**src/rtl/key_press_classifier.sv**
```systemverilog
// Classifies debounced active-low key actions into short, long and double
// pulses using one shared duration counter and a registered pressed level.
module key_press_classifier #(
  parameter int CNT_W    = 8,
  parameter int LONG_CYC = 16,
  parameter int DBL_GAP  = 8
) (
  input  logic clk,
  input  logic rst_n,
  input  logic key_in,
  output logic short_p,
  output logic long_p,
  output logic double_p,
  output logic pressed
);

  localparam logic [2:0] ARM    = 3'd0;
  localparam logic [2:0] IDLE   = 3'd1;
  localparam logic [2:0] PRESS1 = 3'd2;
  localparam logic [2:0] WAIT2  = 3'd3;
  localparam logic [2:0] PRESS2 = 3'd4;
  localparam logic [2:0] HOLD   = 3'd5;

  localparam logic [CNT_W-1:0] ONE       = CNT_W'(1);
  localparam logic [CNT_W-1:0] LONG_LAST = CNT_W'(LONG_CYC - 1);
  localparam logic [CNT_W-1:0] GAP_LAST  = CNT_W'(DBL_GAP - 1);

  logic [2:0]       state, state_n;
  logic [CNT_W-1:0] cnt, cnt_n;
  logic             short_n, long_n, double_n, pressed_n;

  always_comb begin
    state_n  = state;
    cnt_n    = cnt;
    short_n  = 1'b0;
    long_n   = 1'b0;
    double_n = 1'b0;
    unique case (state)
      ARM: begin
        if (key_in) state_n = IDLE;
      end
      IDLE: begin
        if (!key_in) begin
          state_n = PRESS1;
          cnt_n   = ONE;
        end
      end
      PRESS1: begin
        if (key_in) begin
          state_n = WAIT2;
          cnt_n   = ONE;
        end else if (cnt == LONG_LAST) begin
          state_n = HOLD;
          long_n  = 1'b1;
        end else begin
          cnt_n = cnt + ONE;
        end
      end
      WAIT2: begin
        // A low sample wins over a timeout landing on the same sample
        if (!key_in) begin
          state_n = PRESS2;
          cnt_n   = ONE;
        end else if (cnt == GAP_LAST) begin
          state_n = IDLE;
          short_n = 1'b1;
        end else begin
          cnt_n = cnt + ONE;
        end
      end
      PRESS2: begin
        if (key_in) begin
          state_n  = IDLE;
          double_n = 1'b1;
        end else if (cnt == LONG_LAST) begin
          state_n  = HOLD;
          double_n = 1'b1;
        end else begin
          cnt_n = cnt + ONE;
        end
      end
      HOLD: begin
        if (key_in) state_n = IDLE;
      end
      default: state_n = ARM;
    endcase
  end

  assign pressed_n = (state_n == PRESS1) ||
                     (state_n == PRESS2) ||
                     (state_n == HOLD);

  always_ff @(posedge clk or negedge rst_n) begin
    if (!rst_n) begin
      state    <= ARM;
      cnt      <= '0;
      short_p  <= 1'b0;
      long_p   <= 1'b0;
      double_p <= 1'b0;
      pressed  <= 1'b0;
    end else begin
      state    <= state_n;
      cnt      <= cnt_n;
      short_p  <= short_n;
      long_p   <= long_n;
      double_p <= double_n;
      pressed  <= pressed_n;
    end
  end

endmodule

```
**config.mk**
```make
export PLATFORM = sky130hd
export DESIGN_NAME = key_press_classifier
export DESIGN_NICKNAME = d
export VERILOG_FILES = /design/src/rtl/key_press_classifier.sv
export SDC_FILE = /design/constraint.sdc
export NUM_CORES = 1
export LEC_CHECK = 0
export BUFFER_PORTS_ARGS = -buffer_cell sky130_fd_sc_hd__buf_2
export CAP_MARGIN = 20
export CORE_MARGIN = 2
export CORE_UTILIZATION = 39
export CTS_BUF_LIST = sky130_fd_sc_hd__clkbuf_2
export CTS_CLUSTER_SIZE = 8
export DETAILED_ROUTE_END_ITERATION = 6
export PLACE_DENSITY = 0.66
export SLEW_MARGIN = 15
export SYNTH_ARGS = -nofsm -noshare
export SYNTH_HDL_FRONTEND = slang
export SYNTH_SLANG_ARGS = --single-unit
```
**constraint.sdc**
```tcl
create_clock -name clk -period 2.2 [get_ports clk]
set_input_delay 0.11 -clock clk [delete_from_list [all_inputs] [get_ports clk]]
set_output_delay 0.11 -clock clk [all_outputs]
set_load 0.005 [all_outputs]
```
---- Yosys cells after proc, flatten, opt, wreduce, memory -nomap -nowiden ----
Cells that the tools add are included.
word-level totals
  output and inout port bits .............. 4
  bits in registers ....................... 15
  input bits .............................. 3
cells by class
  multiplexer cells ....................... 23
  $add $sub $neg .......................... 1
  eq/ne operators ......................... 13
  reduce and logical (&&, ||, !) cells .... 6
operator list
  cell                 count
  $mux 8               6
  $pmux 8 s4           1
  $mux 3               7
  $pmux 3 s5           1
  $eq 3x3->1 const B   4
  $eq 3x2->1 const B   3
  $add 8x1->8 const B  1
  $eq 8x3->1 const B   1
  $eq 8x4->1 const B   1
  $mux 1               8
  $ne 2x2->1 const B   2
  $reduce_and 4->1     1
  $reduce_bool 4->1    1
  $eq 3x1->1 const B   1
  $logic_not 3->1      1
  $ne 3x3->1 const B   1
  $logic_or 1x1->1     2
  $reduce_or 2->1      1

---- Depth between registers and ports, before layout ----
Gate-level depths: netlist of the first run.
  depth in word-level cells ............... 7
  gate-level depth with buffers ........... 6
  mapped depth without buffers ............ 5

---- Worst setup path before layout of the first run ----
No wires, ideal clock.
  kind .................................... reg2reg
  start ................................... register cnt[4]
  end ..................................... register cnt[5]
  data arrival time ....................... 1.617 ns
  path slack .............................. 0.459 ns
  period minus slack after synthesis ...... 1.741 ns
  stages on the path, launching flop included .. 6
  data required time ...................... 2.076 ns
  cells stage by stage .................... dfrtp_1 or4_1 buf_6 o22ai_2 a2111oi_1 a211o_1
between the ends
  longest elaborated chain between the ends .. 4
  elaborated cells between the ends (all ways) .. 11
  classes of those cells .................. 1 x add/sub; 3 x eq/ne; 6 x mux; 1 x reduce/logical
ends and longest elaborated chain
  element                                           RTL line    RTL
  start, declared                                   29          logic [CNT_W-1:0] cnt, cnt_n;
  start signal, assigned                            103         cnt <= cnt_n;
  $add 8x1->8 / $eq 8x4->1 (equally long branches)  -
  $mux 8, on equally long branches                  52, 75, 64
  $mux 8, on equally long branches                  72, 49, 61
  $pmux 8 s4                                        38          unique case (state)
Several ways; a longest one is shown, not always the timed one. The select of a mux whose other input is x is not followed.
A chain may end at the register's enable or synchronous reset.

---- Worst setup path in the final report of the first run ----
  start ................................... register cnt[4]
  end ..................................... register cnt[4]
Same word-level chain as after synthesis.

==> results of run 1 <==
[layer usage]
layer / up-vias / GRT usage, % / wire length [microns]
met5: - / 0 / 0
met4: 0 / 6.41 / 24
met3: 5 / 4.44 / 99
met2: 31 / 25.4 / 988
met1: 382 / 21.9 / 894
li1: 392 / - / -
[Yosys cell counts, drive strengths merged]
master,n
and4b,1
a21oi,4
clkbuf,1
o211ai,1
a31oi,1
and3,2
nand4,1
nor4b,2
nor3b,2
nand3b,1
dfrtp,15
o22a,1
nand3,4
nor4,1
or2,2
o22ai,2
a32oi,2
a2111oi,2
o21a,2
nor2b,2
inv,3
o31ai,1
or3,2
a21o,4
a211o,3
nor2,3
a211oi,3
nand2,6
or4,1
and2,1
o21ai,8
or3b,1
nand2b,4
and3b,1
ha,1
buf,5
nor3,3
a22o,1
[per-stage QoR]
stage	hold slack (ns)	std cells	instance area, sq um	total power, mW
2_1_floorplan	-0.186	100	963	0.761
3_3_place_gp	0.0407	130	991	0.817
3_5_place_dp	0.0448	130	991	0.831
4_1_cts	0.144	135	1020	0.972
5_1_grt	0.132	135	1020	1.06
6_report	0.135	135	1020	0.972
[cell families after synthesis]
kind of cell | count (synthesis) | share of synthesized area (%)
buf+inv | 9 | 5.32
fa+ha+maj | 1 | 1.30
compound gates | 35 | 27.5
flops | 15 | 39.0
simple gates | 40 | 26.9
[where the power goes]
| part | total, mW | switching [mW] | internal (mW) |
|---|---|---|---|
| logic | 0.381 | 0.201 | 0.179 |
| clock network | 0.144 | 0.0955 | 0.0482 |
| registers | 0.448 | 0.117 | 0.330 |
[timing repair]
| action | in CTS | in global routing |
|---|---|---|
| resized for setup | 0 | 0 |
| hold buffers | 1 | 0 |
| endpoints found under the hold margin | 15 | 0 |
[state kept, by name, indices dropped and copies added, names as in the netlist]
| signal | cells |
|---|---|
| pressed | 1 |
| long_p | 1 |
| double_p | 1 |
| cnt | 8 |
| state | 3 |
| short_p | 1 |
[cell type report]
class,instances,share of cell area (%)
inverter,3,1.10
tap,30,3.68
clock buffer,4,1.96
sequential,15,36.8
timing repair buffer,7,3.92
multi-input combinational,76,52.6
[worst paths after layout]
| check | startpoint | to | slack, ns | cells after the start |
|---|---|---|---|---|
| hold reg to reg | cnt[0] | cnt[0] | 0.55 | 1 |
| setup reg to reg | cnt[4] | cnt[4] | 0.24 | 4 |
| hold / removal | key_in | state[2] | 0.14 | 2 |
| max in group asynchronous | rst_n | state[0] | 1.72 | 2 |
| setup / recovery | cnt[4] | cnt[4] | 0.24 | 4 |
| min in group asynchronous | rst_n | cnt[6] | 0.23 | 2 |
==> flow_summary_export.csv, run 1 <==
group,metric,value,unit
clocking,cts.sinks,15,
pwr,p_leak,0.464,nW
synth,avgSynthCellArea,9.63,sq um
min_path,worstHoldPathType,"input port to flop",
final_layout,syn_to_final_growth,5.97,%
place,pre_cts_ws,0.279,ns
synth,synth_top_area_share,39.0,%
critical_path,cp_top_family,"simple AND/OR/NAND/NOR gates",
clocking,clock_latency,0.29,ns
status,status,"complete, no violations",
critical_path,crit_slowest_cell,"or4_1",
synth,ys_ff_latch,15,
synth,yosysWarningCount,0,
route,first_pass_iters,4,
floorplan,core-area,0.00241,sq mm
critical_path,critPathBufInv,0,
sta,fin_crit,1.96,ns
route,vias,810,
route,antenna_left,0,
global_route,grt.total_usage,16.5,%
clocking,max-clock-path-buffers,2,
route,drt-wirelength-per-cell,14.9,microns
synth,synth.distinct_cells,45,
clocking,cts_inserted_buffers,3,
place,dpl.hpwl,1.45,mm
synth,syn_inst,100,
final_layout,finish.net_count,110,
sta,slew_headroom,69.2,%
sta,setup_viol,0,
critical_path,cpPeakStageDelay,0.73,ns
synth,synth.area.top_cells,"dfrtp_1, o21ai_0, a21o_1",
final_layout,layout_common_cells,"dfrtp_1, o21ai_0, nand2_1, buf_2",
global_route,grt_pass1_wl,3.46,mm
sta,finalCritPeriodShare,89.1,%
pwr,ir_drop,478,uV
floorplan,fp.dieW,53.7,microns
route,wl,2.01,mm
route,detail_route.vias_per_cell,6.00,
final_layout,regArea,375,sq um
global_route,grt_pass1_vias,738,
synth,yosysSeqAreaShare,39.0,%
sta,fin_skew,0.00112,ns
place,place_congestion,0.854,
floorplan,chipHeight,53.7,microns
sta,layout_setup_ws,0.240,ns
final_layout,drive_gt1_share,16.2,%
final_layout,insertedDiodeCount,0,
global_route,grt_max_degree,16,
sta,tns,0,ns
route,drt_iter0_markers,16,
final_layout,layout_commonest_cell,"dfrtp_1",
critical_path,crit_type,"flop to flop",
flow_run,drv_cap,0,
sta,slew_viol_final,0,
critical_path,cp.arrival,2.16,ns
global_route,globalRouteOverflowTotal,0,
clocking,cts_setup_buffers,0,
synth,synth_top_cell_by_area,"dfrtp_1",
sta,tightest_slew,0.461,ns
clocking,cts_tree,"built",
synth,syn_nets,104,
place,portBuffers,6,
sta,fmax,510,MHz
final_layout,fin_util,42.4,%
critical_path,crit_fanout,8,
clocking,htree_levels,1,
synth,syn_area,963,sq um
global_route,antenna_found_initial,0,
sta,finalHoldViolations,0,
pwr,powerDensity,952,mW/mm^2
floorplan,start_util,40.0,%
critical_path,start_kind,"flop",
critical_path,cp-end-kind,"flop",
final_layout,multi_input_area,537,sq um
clocking,cts-root-buf,"clkbuf_2",
critical_path,cp_cell_sequence,"or4_1 -> o22ai_2 -> a211oi_1 -> a211o_1",
route,drc,0,
floorplan,rows,18,
clocking,path_clk_slew,0.16,ns
floorplan,io_pins,7,
final_layout,n_fill_cell,227,
sta,rsz0062_at_grt,"false",
critical_path,cp.required,2.40,ns
floorplan,die_area,0.00288,sq mm
Note: power is estimated with default switching activity, not from simulation.
==> inputs of run 2 (changes only) <==
Settings changed: CORE_MARGIN 2 to default.
==> flow_summary_export.csv, run 2 (synthesis gave the netlist of run 1 again) <==
group,metric,value,unit
status,status,"complete, no violations",
critical_path,reg2reg_depth,4,
sta,fin_skew,0.0163,ns
final_layout,drive_gt1_share,17.0,%
sta,tightest_slew,0.494,ns
final_layout,largest_reg_flops,8,
place,portBuffers,6,
clocking,cts_tree,"built",
clocking,cts_inserted_buffers,3,
global_route,top_usage_layer,"met2",
clocking,cts_hold_buf,1,
final_layout,syn_to_final_growth,6.49,%
pwr,p_leak,0.469,nW
pwr,swShare,42.4,%
pwr,power_frac_comb,40.4,%
global_route,grt.total_usage,18.0,%
global_route,grtUsageMet2,28.4,%
pwr,p_switching,0.411,mW
pwr,p_int,0.558,mW
place,place_congestion,0.892,
final_layout,finish.net_count,111,
clocking,max-clock-path-buffers,2,
clocking,path_clk_slew,0.17,ns
final_layout,layout_common_cells,"dfrtp_1, o21ai_0, nand2_1, buf_2",
clocking,cts_resized,0,
global_route,antenna_found_initial,0,
floorplan,fp.dieW,51.7,microns
sta,fmax,504,MHz
route,vias,815,
min_path,hold_path_end,"state[2]",
sta,finalCritPeriodShare,90.2,%
floorplan,io_pins,7,
route,drt_iter0_markers,25,
route,first_pass_iters,4,
floorplan,start_util,42.3,%
final_layout,n_fill_cell,223,
sta,slew_headroom,67.0,%
critical_path,r2r_end,"cnt[4]",
critical_path,r2r_start,"cnt[4]",
pwr,powerDensity,945,mW/mm^2
critical_path,crit_fanout,8,
floorplan,core-area,0.00228,sq mm
route,wl,1.93,mm
critical_path,crit_type,"flop to flop",
route,drc,0,
global_route,met3_usage,2.92,%
critical_path,start_kind,"flop",
final_layout,regArea,375,sq um
pwr,power_frac_seq,45.2,%
route,antenna_left,0,
final_layout,multi_input_area,537,sq um
sta,setup_viol,0,
critical_path,cp.arrival,2.20,ns
sta,rsz0062_at_grt,"false",
min_path,hp-start,"key_in",
critical_path,ff2ff_setup_slack,0.21,ns
floorplan,die_area,0.00267,sq mm
place,pre_cts_ws,0.276,ns
critical_path,cp.required,2.42,ns
global_route,grt.met1_usage,22.1,%
global_route,globalRouteOverflowTotal,0,
sta,fin_crit,1.99,ns
flow_run,drv_cap,0,
route,detail_route.vias_per_cell,6.08,
min_path,worstHoldPathType,"input port to flop",
critical_path,cp-end-kind,"flop",
sta,finalHoldViolations,0,
floorplan,rows,17,
final_layout,largestRegisters,"cnt: 8 flops, state: 3 flops",
sta,slew_viol_final,0,
pwr,ir_drop,461,uV
final_layout,regMostFlops,"cnt",
sta,layout_setup_ws,0.215,ns
pwr,pwr-share-clk,14.4,%
clocking,cts-root-buf,"clkbuf_2",
global_route,grt_pass1_wl,3.52,mm
final_layout,layout_commonest_cell,"dfrtp_1",
place,dpl.hpwl,1.38,mm
global_route,grt_max_degree,16,
floorplan,chipHeight,51.7,microns
global_route,grt_pass1_vias,804,
min_path,hold_path_depth,2,
final_layout,fin_util,45.1,%
clocking,cts_setup_buffers,0,
clocking,cts.sinks,15,
clocking,clock_latency,0.31,ns
route,drt-wirelength-per-cell,14.4,microns
clocking,htree_levels,1,
sta,tns,0,ns
final_layout,insertedDiodeCount,0,
-- run 2: changes by cell type in the layout (fill, tap and decap cells not counted), sizes merged --
cell	before	now
clkinv	0	1
clkbuf	4	3
buf	6	7
-- run 2: worst max-delay path by stage --
| stage | from | to | slack [ns] | cells after the start |
|---|---|---|---|---|
| 2_1_floorplan | cnt[4] | cnt[5] | 0.46 | 5 |
| 3_3_place_gp | state[1] | cnt[4] | 0.31 | 4 |
| 3_5_place_dp | cnt[4] | cnt[4] | 0.28 | 4 |
| 4_1_cts | cnt[4] | cnt[4] | 0.25 | 4 |
| 5_1_grt | cnt[4] | cnt[6] | 0.12 | 4 |
| 6_report | cnt[4] | cnt[4] | 0.21 | 4 |
-- run 2: per-stage QoR --
stage | total power, mW | instance area, sq um | cells | hold slack [ns]
floorplan | 0.761 | 963 | 100 | -0.186
CTS | 0.977 | 1030 | 134 | 0.125
finish | 0.970 | 1030 | 134 | 0.144
global route | 1.06 | 1030 | 134 | 0.165
global placement | 0.825 | 996 | 129 | 0.0364
detailed placement | 0.829 | 996 | 129 | 0.0411
-- run 2: layout make-up --
| cell class | instances | area share (%) |
|---|---|---|
| Clock inverter | 1 | 0.488 |
| Multi-Input combinational cell | 76 | 52.3 |
| Inverter | 3 | 1.10 |
| Timing Repair Buffer | 8 | 4.63 |
| Clock buffer | 3 | 1.46 |
| Sequential cell | 15 | 36.6 |
| Tap cell | 28 | 3.41 |
-- run 2: routing by layer --
layer | part of all wire, % | vias to the layer above
li1 | - | 393
met1 | 46 | 384
met2 | 44 | 27
met3 | 5.1 | 11
met4 | 4.4 | 0
met5 | 0 | -
-- run 2: worst max-delay path, cell delays in order, from the launching register on --
cell and delay (ns):
dfrtp_1 0.48, or4_1 0.75, o22ai_1 0.30, a21oi_1 0.10, a211o_1 0.27
-- run 2: power groups by stage --
| stage | Clock [mW] | Combinational [mW] | Sequential [mW] |
|---|---|---|---|
| finish | 0.140 | 0.391 | 0.438 |
| global route | 0.156 | 0.445 | 0.454 |
| CTS | 0.147 | 0.391 | 0.438 |
| detailed placement | 0 | 0.386 | 0.443 |
| global placement | 0 | 0.385 | 0.440 |
| floorplan | 0 | 0.373 | 0.388 |
==> inputs of run 3 (changes only) <==
Settings changed: CORE_UTILIZATION 39 to 50, PLACE_DENSITY 0.66 to 0.78.
==> flow_summary_export.csv, run 3 (synthesis gave the netlist of run 1 again) <==
group,metric,value,unit
final_layout,regMostFlops,"cnt",
floorplan,start_util,54.6,%
critical_path,cp.arrival,2.20,ns
sta,finalHoldViolations,0,
clocking,cts-root-buf,"clkbuf_2",
place,postPlaceCellArea,985,sq um
route,wl_met3,57,microns
route,detail_route.vias_per_cell,6.08,
global_route,grt.total_usage,20.8,%
route,vias,790,
final_layout,largestRegisters,"cnt: 8 flops, state: 3 flops",
min_path,hold_path_end,"state[2]",
clocking,cts.sinks,15,
sta,fin_skew,0.00393,ns
sta,fin_crit,1.97,ns
floorplan,io_pins,7,
clocking,cts_setup_buffers,0,
sta,timing.hold.ws,0.141,ns
sta,tns,0,ns
critical_path,cpPeakStageDelay,0.73,ns
clocking,path_clk_slew,0.15,ns
route,drc,0,
route,drt-wirelength-per-cell,14.0,microns
route,dr.max_layer_used,"met4",
route,drt_iter0_markers,27,
sta,layout_setup_ws,0.235,ns
final_layout,stdcell_area,0.00101,sq mm
critical_path,crit_slowest_cell,"or4_1",
final_layout,finish.net_count,110,
status,status,"complete, no violations",
min_path,worstHoldPathType,"input port to flop",
pwr,ir_drop,590,uV
floorplan,core-area,0.00176,sq mm
pwr,powerDensity,943,mW/mm^2
sta,slew_headroom,68.9,%
global_route,grt_pass1_wl,3.02,mm
floorplan,die_area,0.00211,sq mm
clocking,cts_inserted_buffers,3,
sta,rsz0062_at_grt,"false",
sta,setup_viol,0,
critical_path,critPathBufInv,0,
critical_path,cp_top_family,"simple AND/OR/NAND/NOR gates",
global_route,grt_max_degree,16,
min_path,hold_path_depth,2,
clocking,cts_tree,"built",
route,antenna_left,0,
place,place_congestion,0.848,
final_layout,syn_to_final_growth,5.32,%
sta,tightest_slew,0.465,ns
final_layout,layout_common_cells,"dfrtp_1, o21ai_0, nand2_1, buf_2",
pwr,p_leak,0.464,nW
route,first_pass_iters,4,
place,pre_cts_ws,0.284,ns
clocking,cts_resized,0,
final_layout,layout_commonest_cell,"dfrtp_1",
critical_path,cp-end-kind,"flop",
clocking,max-clock-path-buffers,2,
critical_path,crit_type,"flop to flop",
critical_path,r2r_start,"cnt[4]",
floorplan,chipHeight,45.9,microns
sta,slew_viol_final,0,
critical_path,start_kind,"flop",
global_route,globalRouteOverflowTotal,0,
clocking,htree_levels,1,
route,m1WireLength,894,microns
floorplan,rows,15,
sta,finalCritPeriodShare,89.3,%
place,portBuffers,6,
global_route,antenna_found_initial,0,
flow_run,drv_cap,0,
critical_path,cp.required,2.43,ns
clocking,clock_latency,0.28,ns
final_layout,drive_gt1_share,16.2,%
critical_path,cp_cell_sequence,"or4_1 -> o21ai_1 -> and2_1 -> a211o_1",
critical_path,reg2reg_depth,4,
min_path,hp-start,"key_in",
route,routed-wl-met2,819,microns
global_route,grt_pass1_vias,688,
critical_path,ff2ff_setup_slack,0.23,ns
final_layout,largest_reg_flops,8,
route,wl,1.82,mm
sta,fmax,509,MHz
place,dpl.hpwl,1.31,mm
critical_path,r2r_end,"cnt[5]",
critical_path,crit_fanout,8,
floorplan,fp.dieW,45.9,microns
final_layout,n_fill_cell,158,
final_layout,insertedDiodeCount,0,
[run 3: worst max path at each step]
stage / slack (ns) / end / depth (start not counted) / startpoint
5_1_grt: 0.14 / cnt[6] / 4 / cnt[4]
3_5_place_dp: 0.28 / cnt[5] / 4 / cnt[4]
4_1_cts: 0.26 / cnt[5] / 4 / cnt[4]
2_1_floorplan: 0.46 / cnt[5] / 5 / cnt[4]
3_3_place_gp: 0.33 / cnt[5] / 4 / cnt[4]
6_report: 0.23 / cnt[5] / 4 / cnt[4]
[run 3: metal layers]
| layer | vias up | track usage, % |
|---|---|---|
| li1 | 394 | - |
| met1 | 373 | 28.1 |
| met2 | 17 | 29.6 |
| met3 | 6 | 5.16 |
| met4 | 0 | 12.4 |
| met5 | - | 0 |
[run 3: layout make-up]
cell class / count / area, sq um / area share (%)
clock buffer: 4 / 20.0 / 1.97
tap: 25 / 31.3 / 3.08
inverter: 3 / 11.3 / 1.11
multi-input combinational: 76 / 537 / 52.9
timing repair buffer: 7 / 40.0 / 3.95
sequential: 15 / 375 / 37.0
[run 3: worst reg2reg max path: cells and delay by family (launching register included)]
family           cells  cell delay [ns]
AO/OA/AOI/OAI        2             0.42
AND/OR/NAND/NOR      2             1.04
flip-flops           1             0.47
[run 3: per-stage QoR]
step           util, %  power [mW]  std cells
6_report          57.5       0.957        130
5_1_grt           57.5        1.03        130
4_1_cts           57.5       0.958        130
3_5_place_dp      55.8       0.819        125
3_3_place_gp      55.8       0.811        125
2_1_floorplan        -       0.761        100
[run 3: timing repair]
action | 4_1_cts | 5_1_grt
setup endpoints to repair | 0 | 0
hold buffers | 1 | 0
endpoints found under the hold margin | 15 | 0
[run 3: where the power goes]
group / total (mW) / internal (mW) / switching [mW]
Sequential: 0.443 / 0.330 / 0.113
Combinational: 0.378 / 0.179 / 0.199
Clock: 0.136 / 0.0482 / 0.0876
Total: 0.957 / 0.558 / 0.400
